File: src/rtl/spi_lcd_writer.sv
// spi_lcd_writer: write-only SPI master for LCD panels with a
// small command FIFO and optional chip-select bursts.
module spi_lcd_writer #(
   parameter int DATA_W     = 8,
   parameter int CLK_DIV    = 2,
   parameter int FIFO_DEPTH = 4,
   parameter bit CPOL       = 1'b0,
   parameter bit MSB_FIRST  = 1'b1,
   parameter bit BURST      = 1'b1
) (
   input  logic                          clk,
   input  logic                          rst,
   input  logic                          wr_en_i,
   input  logic                          wr_dc_i,
   input  logic [DATA_W-1:0]             wr_data_i,
   output logic                          wr_ready_o,
   output logic [$clog2(FIFO_DEPTH):0]   fifo_level_o,
   output logic                          busy_o,
   output logic                          done_o,
   output logic                          overflow_o,
   output logic                          lcd_cs_o,
   output logic                          lcd_dc_o,
   output logic                          lcd_scl_o,
   output logic                          lcd_sda_o
);
   localparam int AW = $clog2(FIFO_DEPTH);
   localparam int DW = (CLK_DIV > 1) ? $clog2(CLK_DIV) : 1;
   localparam int BW = $clog2(DATA_W);
   localparam logic [DW-1:0] DIV_LD = DW'(CLK_DIV - 1);
   localparam logic [BW-1:0] BIT_LD = BW'(DATA_W - 1);
   localparam logic [AW:0] FULL = (AW+1)'(FIFO_DEPTH);
   localparam logic [AW:0] ONE = (AW+1)'(1);

   localparam logic [2:0] S_IDLE = 3'd0;
   localparam logic [2:0] S_LOW  = 3'd1;
   localparam logic [2:0] S_HIGH = 3'd2;
   localparam logic [2:0] S_HOLD = 3'd3;
   localparam logic [2:0] S_GAP  = 3'd4;

   logic [DATA_W:0]   mem [FIFO_DEPTH];
   logic [AW-1:0]     wr_ptr;
   logic [AW-1:0]     rd_ptr;
   logic [AW:0]       level_nxt;
   logic              fifo_ne_q;
   logic              push;
   logic              pop;
   logic [DATA_W:0]   head;
   logic              head_bit;

   logic [2:0]        state;
   logic [DW-1:0]     div_cnt;
   logic [BW-1:0]     bit_cnt;
   logic [DATA_W-1:0] shreg;
   logic [DATA_W-1:0] shnxt;
   logic              div_end;
   logic              last_bit;
   logic              burst_pop;

   assign push      = wr_en_i && wr_ready_o;
   assign head      = mem[rd_ptr];
   assign head_bit  = MSB_FIRST ? head[DATA_W-1] : head[0];
   assign shnxt     = MSB_FIRST ? (shreg << 1) : (shreg >> 1);
   assign div_end   = (div_cnt == '0);
   assign last_bit  = (bit_cnt == '0);
   assign burst_pop = BURST && (fifo_level_o != '0);

   // fifo_ne_q lags the level by one edge; IDLE only ever follows
   // states that never pop, so a set flag implies a stored word.
   assign pop = ((state == S_IDLE) && fifo_ne_q) ||
                ((state == S_HIGH) && div_end &&
                 last_bit && burst_pop);

   always_comb begin
      level_nxt = fifo_level_o;
      if (push && !pop)
         level_nxt = fifo_level_o + ONE;
      else if (pop && !push)
         level_nxt = fifo_level_o - ONE;
   end

   always_ff @(posedge clk) begin
      if (push)
         mem[wr_ptr] <= {wr_dc_i, wr_data_i};
   end

   always_ff @(posedge clk) begin
      if (rst) begin
         wr_ptr       <= '0;
         rd_ptr       <= '0;
         fifo_level_o <= '0;
         wr_ready_o   <= 1'b1;
         overflow_o   <= 1'b0;
         fifo_ne_q    <= 1'b0;
      end else begin
         if (push)
            wr_ptr <= wr_ptr + 1'b1;
         if (pop)
            rd_ptr <= rd_ptr + 1'b1;
         fifo_level_o <= level_nxt;
         wr_ready_o   <= (level_nxt != FULL);
         fifo_ne_q    <= (fifo_level_o != '0);
         if (wr_en_i && !wr_ready_o)
            overflow_o <= 1'b1;
      end
   end

   always_ff @(posedge clk) begin
      if (rst) begin
         state     <= S_IDLE;
         div_cnt   <= '0;
         bit_cnt   <= '0;
         shreg     <= '0;
         busy_o    <= 1'b0;
         done_o    <= 1'b0;
         lcd_cs_o  <= 1'b1;
         lcd_dc_o  <= 1'b0;
         lcd_scl_o <= CPOL;
         lcd_sda_o <= 1'b0;
      end else begin
         done_o <= 1'b0;
         if (!div_end)
            div_cnt <= div_cnt - 1'b1;
         unique case (state)
            S_IDLE: begin
               if (fifo_ne_q) begin
                  state     <= S_LOW;
                  busy_o    <= 1'b1;
                  lcd_cs_o  <= 1'b0;
                  lcd_scl_o <= CPOL;
                  div_cnt   <= DIV_LD;
                  bit_cnt   <= BIT_LD;
                  shreg     <= head[DATA_W-1:0];
                  lcd_dc_o  <= head[DATA_W];
                  lcd_sda_o <= head_bit;
               end
            end
            S_LOW: begin
               if (div_end) begin
                  state     <= S_HIGH;
                  lcd_scl_o <= ~CPOL;
                  div_cnt   <= DIV_LD;
               end
            end
            S_HIGH: begin
               if (div_end) begin
                  lcd_scl_o <= CPOL;
                  div_cnt   <= DIV_LD;
                  if (!last_bit) begin
                     state     <= S_LOW;
                     bit_cnt   <= bit_cnt - 1'b1;
                     shreg     <= shnxt;
                     lcd_sda_o <= MSB_FIRST ? shnxt[DATA_W-1]
                                            : shnxt[0];
                  end else begin
                     done_o <= 1'b1;
                     if (burst_pop) begin
                        state     <= S_LOW;
                        bit_cnt   <= BIT_LD;
                        shreg     <= head[DATA_W-1:0];
                        lcd_dc_o  <= head[DATA_W];
                        lcd_sda_o <= head_bit;
                     end else begin
                        state <= S_HOLD;
                     end
                  end
               end
            end
            S_HOLD: begin
               if (div_end) begin
                  state    <= S_GAP;
                  lcd_cs_o <= 1'b1;
                  div_cnt  <= DIV_LD;
               end
            end
            S_GAP: begin
               if (div_end) begin
                  state  <= S_IDLE;
                  busy_o <= 1'b0;
               end
            end
            default: state <= S_IDLE;
         endcase
      end
   end
endmodule

File: config.mk
export PLATFORM = sky130hd
export DESIGN_NAME = spi_lcd_writer
export DESIGN_NICKNAME = d
export VERILOG_FILES = /design/src/rtl/spi_lcd_writer.sv
export SDC_FILE = /design/constraint.sdc
export NUM_CORES = 1
export LEC_CHECK = 0
export ABC_CLOCK_PERIOD_IN_PS = 2200
export BUFFER_PORTS_ARGS = -buffer_cell sky130_fd_sc_hd__buf_2
export CORE_ASPECT_RATIO = 1.4
export CORE_MARGIN = 5
export CORE_UTILIZATION = 40
export CTS_BUF_LIST = sky130_fd_sc_hd__clkbuf_8
export CTS_CLUSTER_DIAMETER = 80
export DETAILED_ROUTE_END_ITERATION = 10
export PLACE_DENSITY_LB_ADDON = 0.3
export SYNTH_ARGS = -nofsm -noshare
export SYNTH_HDL_FRONTEND = slang
export SYNTH_SLANG_ARGS = --single-unit
File: constraint.sdc
create_clock -name clk -period 2.2 [get_ports clk]
set_input_delay 0.44 -clock clk [delete_from_list [all_inputs] [get_ports clk]]
set_output_delay 0.44 -clock clk [all_outputs]
set_load 0.02 [all_outputs]
# == Yosys cells after proc, flatten, opt, wreduce, memory -nomap -nowiden ==
# Memory sizes are Yosys's and may differ from the RTL's. A register that Yosys moved wholly into a read port is not among the register bits.
# Index checks and enable logic that the tools add are counted.
# op_classes
add_sub_neg,6
eq_ne,13
muxes,46
bitwise_logic,2
reduce_logical,27
# ops
cell,n
3-bit two-way mux,11
7-bit two-way mux,4
1-bit two-way mux,18
3-bit case mux with 5 select lines,1
2-bit inequality test (second input constant),7
7-bit case mux with 2 select lines,1
1-bit case mux with 2 select lines,5
5-bit AND reduction,2
1-bit logical AND,8
2-bit two-way mux,4
4-bit AND reduction,2
3-bit by 2-bit equality test with 1-bit output (second input constant),2
3-bit zero test,2
3-bit inequality test (second input constant),2
3-bit case mux with 2 select lines,1
3-bit AND reduction,2
2-bit nonzero test,3
3-bit nonzero test,2
3-bit OR reduction,2
3-bit by 1-bit subtractor with 3-bit output (second input constant),2
2-bit by 1-bit adder with 2-bit output (second input constant),2
3-bit by 1-bit adder with 3-bit output (second input constant),1
3-bit by 1-bit equality test with 1-bit output (second input constant),1
3-bit equality test (second input constant),1
other kinds (5),8
# word_totals
reg_bits,30
ram_bits,36
inputBits,12
out_inout_bits,11
elab_cells,111
mem_count,1
# memory_table
name,words,word_bits,read_ports,rd_clocked_by_memory_dff,wr,line,source
mem,4,9,1,1,1,40,logic [DATA_W:0] mem [FIFO_DEPTH];

# == Depth between registers and ports, before layout ==
# Gate-level depths: netlist (run 1).
# depth
ltp_word,9
mapped_depth,8
depth_no_buf,7

# == Worst setup path before layout (run 1) ==
# No wires, ideal clock.
# synth_path
path_type,register -> register
start,register fifo_level_o[0]
end,register fifo_level_o[1]
setup_ps,119
arrival_ps,1719
required_ps,2081
slack_ps,362
stages_incl_launch_ff,9
path_buffers,1
period_less_slack_ps,1838
path_cell_list,dfxtp_1 > inv_1 > ha_1 > nor2b_1 > o21bai_4 > and2_4 > buf_6 > o21ai_1 > o221a_2
# synth_via
elab_chain_cells,6
word_cells_on_any_way,10
cone_classes,2 x add/sub; 2 x mux; 6 x reduce/logical
# synth_rtl
element,line,source
start: declaration,17,"output logic [$clog2(FIFO_DEPTH):0] fifo_level_o,"
start signal: assignment,99,fifo_level_o <= level_nxt;
"parallel branches: the longest is 5 deep, another holds 3-bit by 1-bit subtractor with 3-bit output",n/a,
3-bit two-way mux *,75,if (push && !pop)
# Every way passes the cells marked *.
# A chain may end at the register's enable or synchronous reset.

# == Worst setup path after layout (run 1) ==
# layout_path
start,register bit_cnt[0]
end,register bit_cnt[0]
# layout_via
elab_chain_cells,4
word_cells_on_any_way,7
cone_classes,1 x add/sub; 1 x eq/ne; 3 x mux; 2 x reduce/logical
# layout_rtl
element,line,source
start: declaration,52,logic [BW-1:0] bit_cnt;
start signal: assignment,150,bit_cnt <= bit_cnt - 1'b1;
3-bit by 1-bit subtractor with 3-bit output / 3-bit zero test (equally long branches),"150, 64",
3-bit two-way mux,148,if (!last_bit) begin
3-bit two-way mux,145,if (div_end) begin
3-bit case mux with 2 select lines,123,unique case (state)
# Several ways; a longest one is shown, not always the timed one. The select of a mux whose other input is x is not followed.

==> flow_metrics.py, run 1 <==
metrics = {
    "outcome": {
        "outcome": "completed",
    },
    "synthesis": {
        "ys_types": 46,
        "yosysTopAreaCellShare_pct": 38.6,
        "synth-seq-cells": 68,
        "synthTopCellsByArea": "edfxtp_1, dfxtp_1, mux4_2, ha_1, nor2_1",
        "yosysWarningCount": 0,
        "syn-cell-area_mm2": 0.00280,
        "yosys.area.top_type": "edfxtp_1",
        "ys_seq_area_share_pct": 61.4,
        "synthesis.nets": 234,
        "synth_edf_count": 36,
        "avgSynthCellArea_um2": 13.2,
        "async_reset_ff_share_pct": 0,
        "synthFlopType": "edfxtp_1",
        "syn_inst": 213,
    },
    "worst_hold_path": {
        "hold_depth": 1,
        "hp-class": "input port to flop",
        "hold_end": "mem[3][3]",
        "hp-start": "wr_data_i[3]",
    },
    "critical_path": {
        "r2r_cells": 7,
        "cp_max_fo": 8,
        "path_class": "flop to flop",
        "crit_arrival_ns": 2.14,
        "max_stage_delay_ns": 0.36,
        "worst_setup_path_start_kind": "flop",
        "critical_path.top_delay_family": "simple AND/OR/NAND/NOR gates",
        "required_ns": 2.41,
        "worstReg2RegStart": "bit_cnt[0]",
        "cp-end-kind": "flop",
        "crit_chain": "inv_1 > ha_1 > or2b_2 > nor4b_4 > nand2b_1 > mux2_2 > nor2_1",
        "r2r_slack_ns": 0.26,
        "regToRegEndpoint": "bit_cnt[0]",
        "worst-path-buf-inv": 1,
        "crit_path_top_delay_cell": "or2b_2",
    },
    "place": {
        "port-buffer-count": 22,
        "finalWeightedCongestion": 0.762,
        "dpl_worst_slack_ns": 0.302,
        "dp_cells": 324,
        "hpwl_um": 3350,
    },
    "sta": {
        "holdWs_ns": 0.316,
        "min_period_over_period_pct": 88.0,
        "fmax_mhz": 517,
        "worst_slack_ns": 0.265,
        "hold_viol": 0,
        "finalSetupViolCount": 0,
        "rsz0062_at_grt": "no",
        "slew_violations": 0,
        "setup_tns_ns": 0,
        "worst_pin_slew_ns": 0.522,
        "post-route-min-period_ns": 1.94,
        "max_slew_margin_pct": 65.2,
        "fin_skew_ns": 0.0108,
    },
    "die": {
        "die-area_mm2": 0.00880,
        "die_width_um": 80.7,
        "ioPinCount": 23,
        "coreArea_mm2": 0.00689,
        "rows": 36,
        "die_y_um": 109,
        "initial_utilization_pct": 40.7,
    },
    "clock_network": {
        "clk_latency_ns": 0.34,
        "cts_hold_buf": 0,
        "cts.sinks": 68,
        "cts_tree": "built",
        "ctsHtreeMaxLevel": 3,
        "clkSlewWorstSetupHoldPaths_ns": 0.08,
        "cts_buffers": 9,
        "postCtsSetupBuffers": 0,
        "cts_max_path_buffers": 2,
        "cts_resized": 0,
        "root_buffer": "clkbuf_8",
    },
    "route": {
        "finalWirelength_um": 4890,
        "first_pass_iters": 6,
        "drc_errors": 0,
        "wire_per_inst_um": 14.4,
        "vias": 1677,
        "drtIter0Drc": 90,
        "drt-vias-per-instance": 4.93,
        "ant_nets": 0,
    },
    "grt": {
        "grt_pass1_wl_um": 8200,
        "grt_pass1_vias": 1699,
        "grt_use_total_pct": 12.9,
        "antenna_found_initial": 0,
        "grt_max_degree": 30,
        "grt.overflow.total": 0,
    },
    "layout": {
        "final_cell_mix": "edfxtp_1, dfxtp_1, nor2_1",
        "diodes": 0,
        "layout_commonest_cell": "edfxtp_1",
        "synthToLayoutAreaGrowth_pct": 13.8,
        "fillCellCount": 635,
        "stdcell_count": 340,
        "drive_gt1_share_pct": 22.9,
        "final_nets": 261,
    },
    "power_and_ir_drop": {
        "p_leak_nw": 1.23,
        "ir_drop_mv": 0.560,
        "power.density_mw_per_mm2": 1250,
    },
    "flow_run": {
        "drv_cap": 0,
    },
}
-- sequential cells by signal (all words and copies together), names as in the netlist, 2 cells and up, named ones only --
register      count
wr_ptr            2
bit_cnt           3
mem              36
state             3
shreg             7
fifo_level_o      3
rd_ptr            2
-- layout make-up --
| type | count | area [µm²] | share of cell area (%) |
|---|---|---|---|
| inverter | 8 | 30.0 | 0.942 |
| timing repair buffer | 24 | 125 | 3.92 |
| sequential | 68 | 1720 | 54.0 |
| tap | 95 | 119 | 3.73 |
| multi-input combinational | 129 | 1010 | 31.7 |
| clock buffer | 9 | 124 | 3.88 |
| clock inverter | 7 | 60.1 | 1.88 |
-- where the power goes --
part | switching, W | internal, W
clock network | 0.000446 | 0.000512
logic | 0.000711 | 0.000563
registers | 0.000173 | 0.00159
total | 0.00133 | 0.00267
-- per-layer routing --
layer,GRT usage (%),vias to the layer above,part of all wire [%]
li1,-,849,-
met2,21.6,31,54
met4,6.16,0,0.78
met5,0,-,0
met1,14.4,795,41
met3,4.46,2,4.0
-- cells in the mapped netlist (3+ instances only) --
master,count
nor2_1,27
edfxtp_1,36
inv_1,8
ha_1,9
a21oi_1,11
dfxtp_1,32
a211oi_1,3
and3_1,5
nor3_1,4
nand2_1,12
clkbuf_1,4
nand3_1,7
mux4_2,9
buf_2,3
xor2_1,3
a222oi_1,5
-- worst max-delay path by stage --
| stage | slack, ns | depth (start not counted) | from | endpoint |
|---|---|---|---|---|
| floorplan | 0.36 | 8 | fifo_level_o[0] | fifo_level_o[1] |
| global placement | 0.34 | 7 | bit_cnt[0] | bit_cnt[0] |
| detailed placement | 0.30 | 7 | bit_cnt[0] | bit_cnt[0] |
| CTS | 0.28 | 7 | bit_cnt[0] | bit_cnt[0] |
| global route | 0.13 | 7 | bit_cnt[0] | bit_cnt[0] |
| finish | 0.26 | 7 | bit_cnt[0] | bit_cnt[0] |
-- per-stage QoR --
| step | instance area (µm²) | util [%] | power (W) |
|---|---|---|---|
| final | 3190 | 46.3 | 0.00400 |
| after floorplan | 2800 | - | 0.00279 |
| after detailed placement | 3010 | 43.6 | 0.00307 |
| after CTS | 3190 | 46.3 | 0.00405 |
| after global placement | 3010 | 43.6 | 0.00305 |
| after global routing | 3190 | 46.3 | 0.00428 |
-- worst register-to-register path, delay by kind of cell, from the launching register on --
kind,cells,cell delay [ns]
adders and majority gates,1,0.15
buffers and inverters,1,0.10
DFF,1,0.30
muxes,1,0.21
and+or+nand+nor,4,1.05
-- kinds of logic after synthesis --
kind of cell	Yosys count	share of synthesized area, %
XOR/XNOR	6	2.37
AND/OR/NAND/NOR	71	13.0
multiplexers	12	8.35
flip-flops	68	61.4
buffers and inverters	16	2.54
adder cells (fa/ha/maj)	9	4.02
AO/OA/AOI/OAI	31	8.26
No activity file was read; power rests on OpenSTA's default activity.
==> run 2: changes to the inputs <==
- BUFFER_PORTS_ARGS: -buffer_cell sky130_fd_sc_hd__buf_2 -> -buffer_cell sky130_fd_sc_hd__buf_4
- SLEW_MARGIN: unset -> 10
==> flow_metrics.py, run 2 (synthesis results as in run 1) <==
metrics = {
    "power_and_ir_drop": {
        "p_sw_w": 0.00136,
        "total_power_w": 0.00397,
        "p_clk_share_pct": 22.4,
        "seqPwrFrac_pct": 44.5,
        "ir_drop_mv": 0.558,
        "p_int_w": 0.00261,
        "power.density_mw_per_mm2": 1230,
        "p_leak_nw": 1.21,
        "p_comb_share_pct": 33.1,
        "switching_share_pct": 34.3,
    },
    "critical_path": {
        "critical_path.top_delay_family": "simple AND/OR/NAND/NOR gates",
        "path_class": "flop to flop",
        "crit_path_top_delay_cell": "or2b_2",
        "worst-path-buf-inv": 1,
        "cp-end-kind": "flop",
        "required_ns": 2.42,
        "crit_chain": "inv_1 > ha_1 > or2b_2 > nor4b_4 > nand2b_1 > mux2_2 > nor2_1",
        "cp_max_fo": 8,
        "max_stage_delay_ns": 0.36,
        "worst_setup_path_start_kind": "flop",
        "crit_arrival_ns": 2.15,
    },
    "clock_network": {
        "postCtsSetupBuffers": 0,
        "cts_tree": "built",
        "clk_latency_ns": 0.34,
        "cts_max_path_buffers": 2,
        "clkSlewWorstSetupHoldPaths_ns": 0.08,
        "ctsHtreeMaxLevel": 3,
        "cts_resized": 0,
        "cts_hold_buf": 0,
        "cts_buffers": 9,
        "root_buffer": "clkbuf_8",
        "cts.sinks": 68,
    },
    "layout": {
        "fillCellCount": 657,
        "synthToLayoutAreaGrowth_pct": 15.4,
        "final_core_util_pct": 46.9,
        "final_cell_mix": "edfxtp_1, dfxtp_1, nor2_1",
        "diodes": 0,
        "regMostFlops": "mem",
        "final_nets": 261,
        "largest_register_ffs": 36,
        "reg.largest.list": "mem (36), shreg (7)",
        "drive_gt1_share_pct": 23.7,
        "layout_commonest_cell": "edfxtp_1",
    },
    "worst_hold_path": {
        "hp-class": "input port to flop",
    },
    "grt": {
        "grt_pass1_vias": 1643,
        "antenna_found_initial": 0,
        "grt_max_degree": 30,
        "grt.overflow.total": 0,
        "grt_pass1_wl_um": 7910,
        "grt_use_total_pct": 12.3,
    },
    "place": {
        "finalWeightedCongestion": 0.767,
        "port-buffer-count": 22,
        "hpwl_um": 3290,
        "dpl_worst_slack_ns": 0.292,
    },
    "sta": {
        "holdWs_ns": 0.295,
        "worst_pin_slew_ns": 0.522,
        "hold_viol": 0,
        "post-route-min-period_ns": 1.93,
        "min_period_over_period_pct": 87.9,
        "fin_skew_ns": 0.00966,
        "finalSetupViolCount": 0,
        "slew_violations": 0,
        "worst_slack_ns": 0.265,
        "fmax_mhz": 517,
        "setup_tns_ns": 0,
        "max_slew_margin_pct": 65.2,
        "rsz0062_at_grt": "no",
    },
    "route": {
        "drt-vias-per-instance": 5.02,
        "wire_per_inst_um": 14.3,
        "drc_errors": 0,
        "vias": 1706,
        "first_pass_iters": 4,
        "drtIter0Drc": 92,
        "ant_nets": 0,
        "finalWirelength_um": 4850,
    },
    "outcome": {
        "outcome": "completed",
    },
    "die": {
        "die-area_mm2": 0.00880,
        "coreArea_mm2": 0.00689,
        "die_y_um": 109,
        "ioPinCount": 23,
        "die_width_um": 80.7,
        "initial_utilization_pct": 40.7,
        "rows": 36,
    },
    "flow_run": {
        "drv_cap": 0,
    },
}
run 2: worst reg2reg max path, delay by kind of cell (launching register included):
family | cells | cell delay, ns
adders and majority gates | 1 | 0.15
buffers and inverters | 1 | 0.10
DFF | 1 | 0.30
muxes | 1 | 0.22
and+or+nand+nor | 4 | 1.07
run 2: path summary, 6_finish.rpt:
kind	slack [ns]	cells after the start	from	endpoint
max	0.27	7	bit_cnt[0]	bit_cnt[0]
min	0.30	1	wr_data_i[5]	mem[3][5]
max reg2reg	0.27	7	bit_cnt[0]	bit_cnt[0]
min reg2reg	0.46	2	lcd_dc_o	lcd_dc_o
run 2: final cells by class:
cell class,count,area (µm²),area share [%]
Sequential cell,68,1720,53.2
Multi-Input combinational cell,129,1010,31.2
Timing Repair Buffer,24,180,5.57
Clock buffer,9,124,3.83
Tap cell,95,119,3.68
Clock inverter,7,50.0,1.55
Inverter,8,30.0,0.928
run 2: metal layers:
metal / vias to the layer above / track usage (%) / share of wire [%]
met5: - / 0 / 0
met4: 0 / 6.52 / 1.6
met3: 9 / 3.72 / 4.8
met2: 28 / 20.3 / 52
met1: 826 / 14.2 / 41
li1: 843 / - / -
run 2: power groups by stage:
stage	Clock [W]	Combinational [W]	Sequential [W]
floorplan	0	0.000970	0.00182
global placement	0	0.00130	0.00179
detailed placement	0	0.00132	0.00180
CTS	0.000923	0.00133	0.00177
global route	0.000976	0.00147	0.00180
finish	0.000889	0.00131	0.00177
run 2: stage by stage:
step	instance area, µm²	cells
6_report	3230	340
5_1_grt	3230	340
4_1_cts	3230	340
3_5_place_dp	3060	324
3_3_place_gp	3060	324
2_1_floorplan	2800	213
==> run 3: changes to the inputs <==
- CORE_UTILIZATION: 40 -> 55
==> flow_metrics.py, run 3 (synthesis results as in run 1) <==
metrics = {
    "clock_network": {
        "cts_buffers": 9,
        "clkSlewWorstSetupHoldPaths_ns": 0.07,
        "postCtsSetupBuffers": 0,
        "cts.sinks": 68,
        "cts_tree": "built",
        "cts_max_path_buffers": 2,
        "cts_hold_buf": 0,
        "ctsHtreeMaxLevel": 3,
        "root_buffer": "clkbuf_8",
        "cts_resized": 0,
        "clk_latency_ns": 0.33,
    },
    "power_and_ir_drop": {
        "power.density_mw_per_mm2": 1290,
        "ir_drop_mv": 0.577,
        "total_power_w": 0.00418,
        "p_leak_nw": 1.23,
    },
    "layout": {
        "final_cell_mix": "edfxtp_1, dfxtp_1, nor2_1",
        "fillCellCount": 377,
        "regArea_mm2": 0.00172,
        "final_nets": 261,
        "synthToLayoutAreaGrowth_pct": 15.5,
        "regMostFlops": "mem",
        "largest_register_ffs": 36,
        "drive_gt1_share_pct": 23.3,
        "reg.largest.list": "mem (36), shreg (7)",
        "multi_input_area_mm2": 0.00101,
        "design_area_mm2": 0.00324,
        "diodes": 0,
        "layout_commonest_cell": "edfxtp_1",
        "stdcell_count": 309,
    },
    "route": {
        "drc_errors": 0,
        "finalWirelength_um": 4850,
        "drtIter0Drc": 120,
        "first_pass_iters": 4,
        "wire_per_inst_um": 15.7,
        "drt-vias-per-instance": 5.59,
        "ant_nets": 0,
        "vias": 1728,
    },
    "worst_hold_path": {
        "hold_end": "mem[2][4]",
        "hp-class": "input port to flop",
        "hold_depth": 1,
        "hp-start": "wr_data_i[4]",
    },
    "sta": {
        "max_slew_margin_pct": 65.2,
        "slew_violations": 0,
        "setup_tns_ns": 0,
        "fmax_mhz": 520,
        "rsz0062_at_grt": "no",
        "holdWs_ns": 0.306,
        "min_period_over_period_pct": 87.4,
        "finalSetupViolCount": 0,
        "worst_pin_slew_ns": 0.523,
        "fin_skew_ns": 0.00499,
        "post-route-min-period_ns": 1.92,
        "hold_viol": 0,
    },
    "die": {
        "die-area_mm2": 0.00664,
        "initial_utilization_pct": 57.0,
        "die_width_um": 70.3,
        "rows": 30,
        "ioPinCount": 23,
        "die_y_um": 94.5,
        "coreArea_mm2": 0.00492,
    },
    "flow_run": {
        "drv_cap": 0,
    },
    "grt": {
        "grt_pass1_wl_um": 8070,
        "grt_pass1_vias": 1697,
        "antenna_found_initial": 0,
        "grt_max_degree": 30,
        "grt.overflow.total": 0,
        "grt_use_total_pct": 16.1,
    },
    "outcome": {
        "outcome": "completed",
    },
    "critical_path": {
        "r2r_cells": 7,
        "cp_max_fo": 6,
        "path_class": "flop to flop",
        "crit_path_top_delay_cell": "or2b_2",
        "max_stage_delay_ns": 0.36,
        "worstReg2RegStart": "bit_cnt[0]",
        "crit_arrival_ns": 2.15,
        "required_ns": 2.43,
        "crit_chain": "inv_1 > ha_1 > or2b_2 > nor4b_4 > nor2_2 > a211o_1 > and3_1",
        "regToRegEndpoint": "bit_cnt[2]",
        "worst_setup_path_start_kind": "flop",
        "cp-end-kind": "flop",
        "r2r_slack_ns": 0.28,
    },
    "place": {
        "finalWeightedCongestion": 0.818,
        "dp_cells": 293,
        "postPlaceCellArea_mm2": 0.00302,
        "hpwl_um": 3260,
        "port-buffer-count": 22,
    },
}
[run 3: cell count changes in the layout (fill, tap and decap cells not counted)]
cell	previous run	this run
inv_6	2	0
clkinv_1	0	1
clkinvlp_2	1	0
bufinv_16	0	2
[run 3: stage by stage]
step | setup slack [ns] | utilization [%]
after global placement | 0.361 | 61.5
after CTS | 0.276 | 65.8
after global routing | 0.168 | 65.8
final | 0.276 | 65.8
after detailed placement | 0.294 | 61.5
after floorplan | 0.362 | -
[run 3: area by class of cell]
cell class / instances / area share [%]
sequential: 68 / 53.2
multi-input combinational: 129 / 31.2
inverter: 8 / 0.928
tap: 64 / 2.47
clock buffer: 9 / 3.83
clock inverter: 7 / 2.82
timing repair buffer: 24 / 5.57
[run 3: where the power goes]
part           switching, W  total, W  internal, W
logic              0.000718   0.00132     0.000604
registers          0.000175   0.00177      0.00159
clock network      0.000454   0.00108     0.000631
[run 3: how the worst max path moves through the flow]
stage | start | to
2_1_floorplan | fifo_level_o[0] | fifo_level_o[1]
3_3_place_gp | bit_cnt[0] | bit_cnt[2]
3_5_place_dp | bit_cnt[0] | bit_cnt[2]
4_1_cts | bit_cnt[0] | bit_cnt[2]
5_1_grt | bit_cnt[0] | shreg[4]
6_report | bit_cnt[0] | bit_cnt[2]
[run 3: critical path, delay by kind of cell, from the launching register on]
family	cells	cell delay [ns]
simple gates	4	0.96
flops	1	0.30
compound gates	1	0.30
fa+ha+maj	1	0.16
buf+inv	1	0.09
[run 3: metal layers]
layer	up-vias	GRT usage, %	part of all wire, %
met5	-	0	0
met4	0	10.1	2.8
met3	13	3.19	3.8
met1	834	17.7	41
li1	845	-	-
met2	36	28.2	52
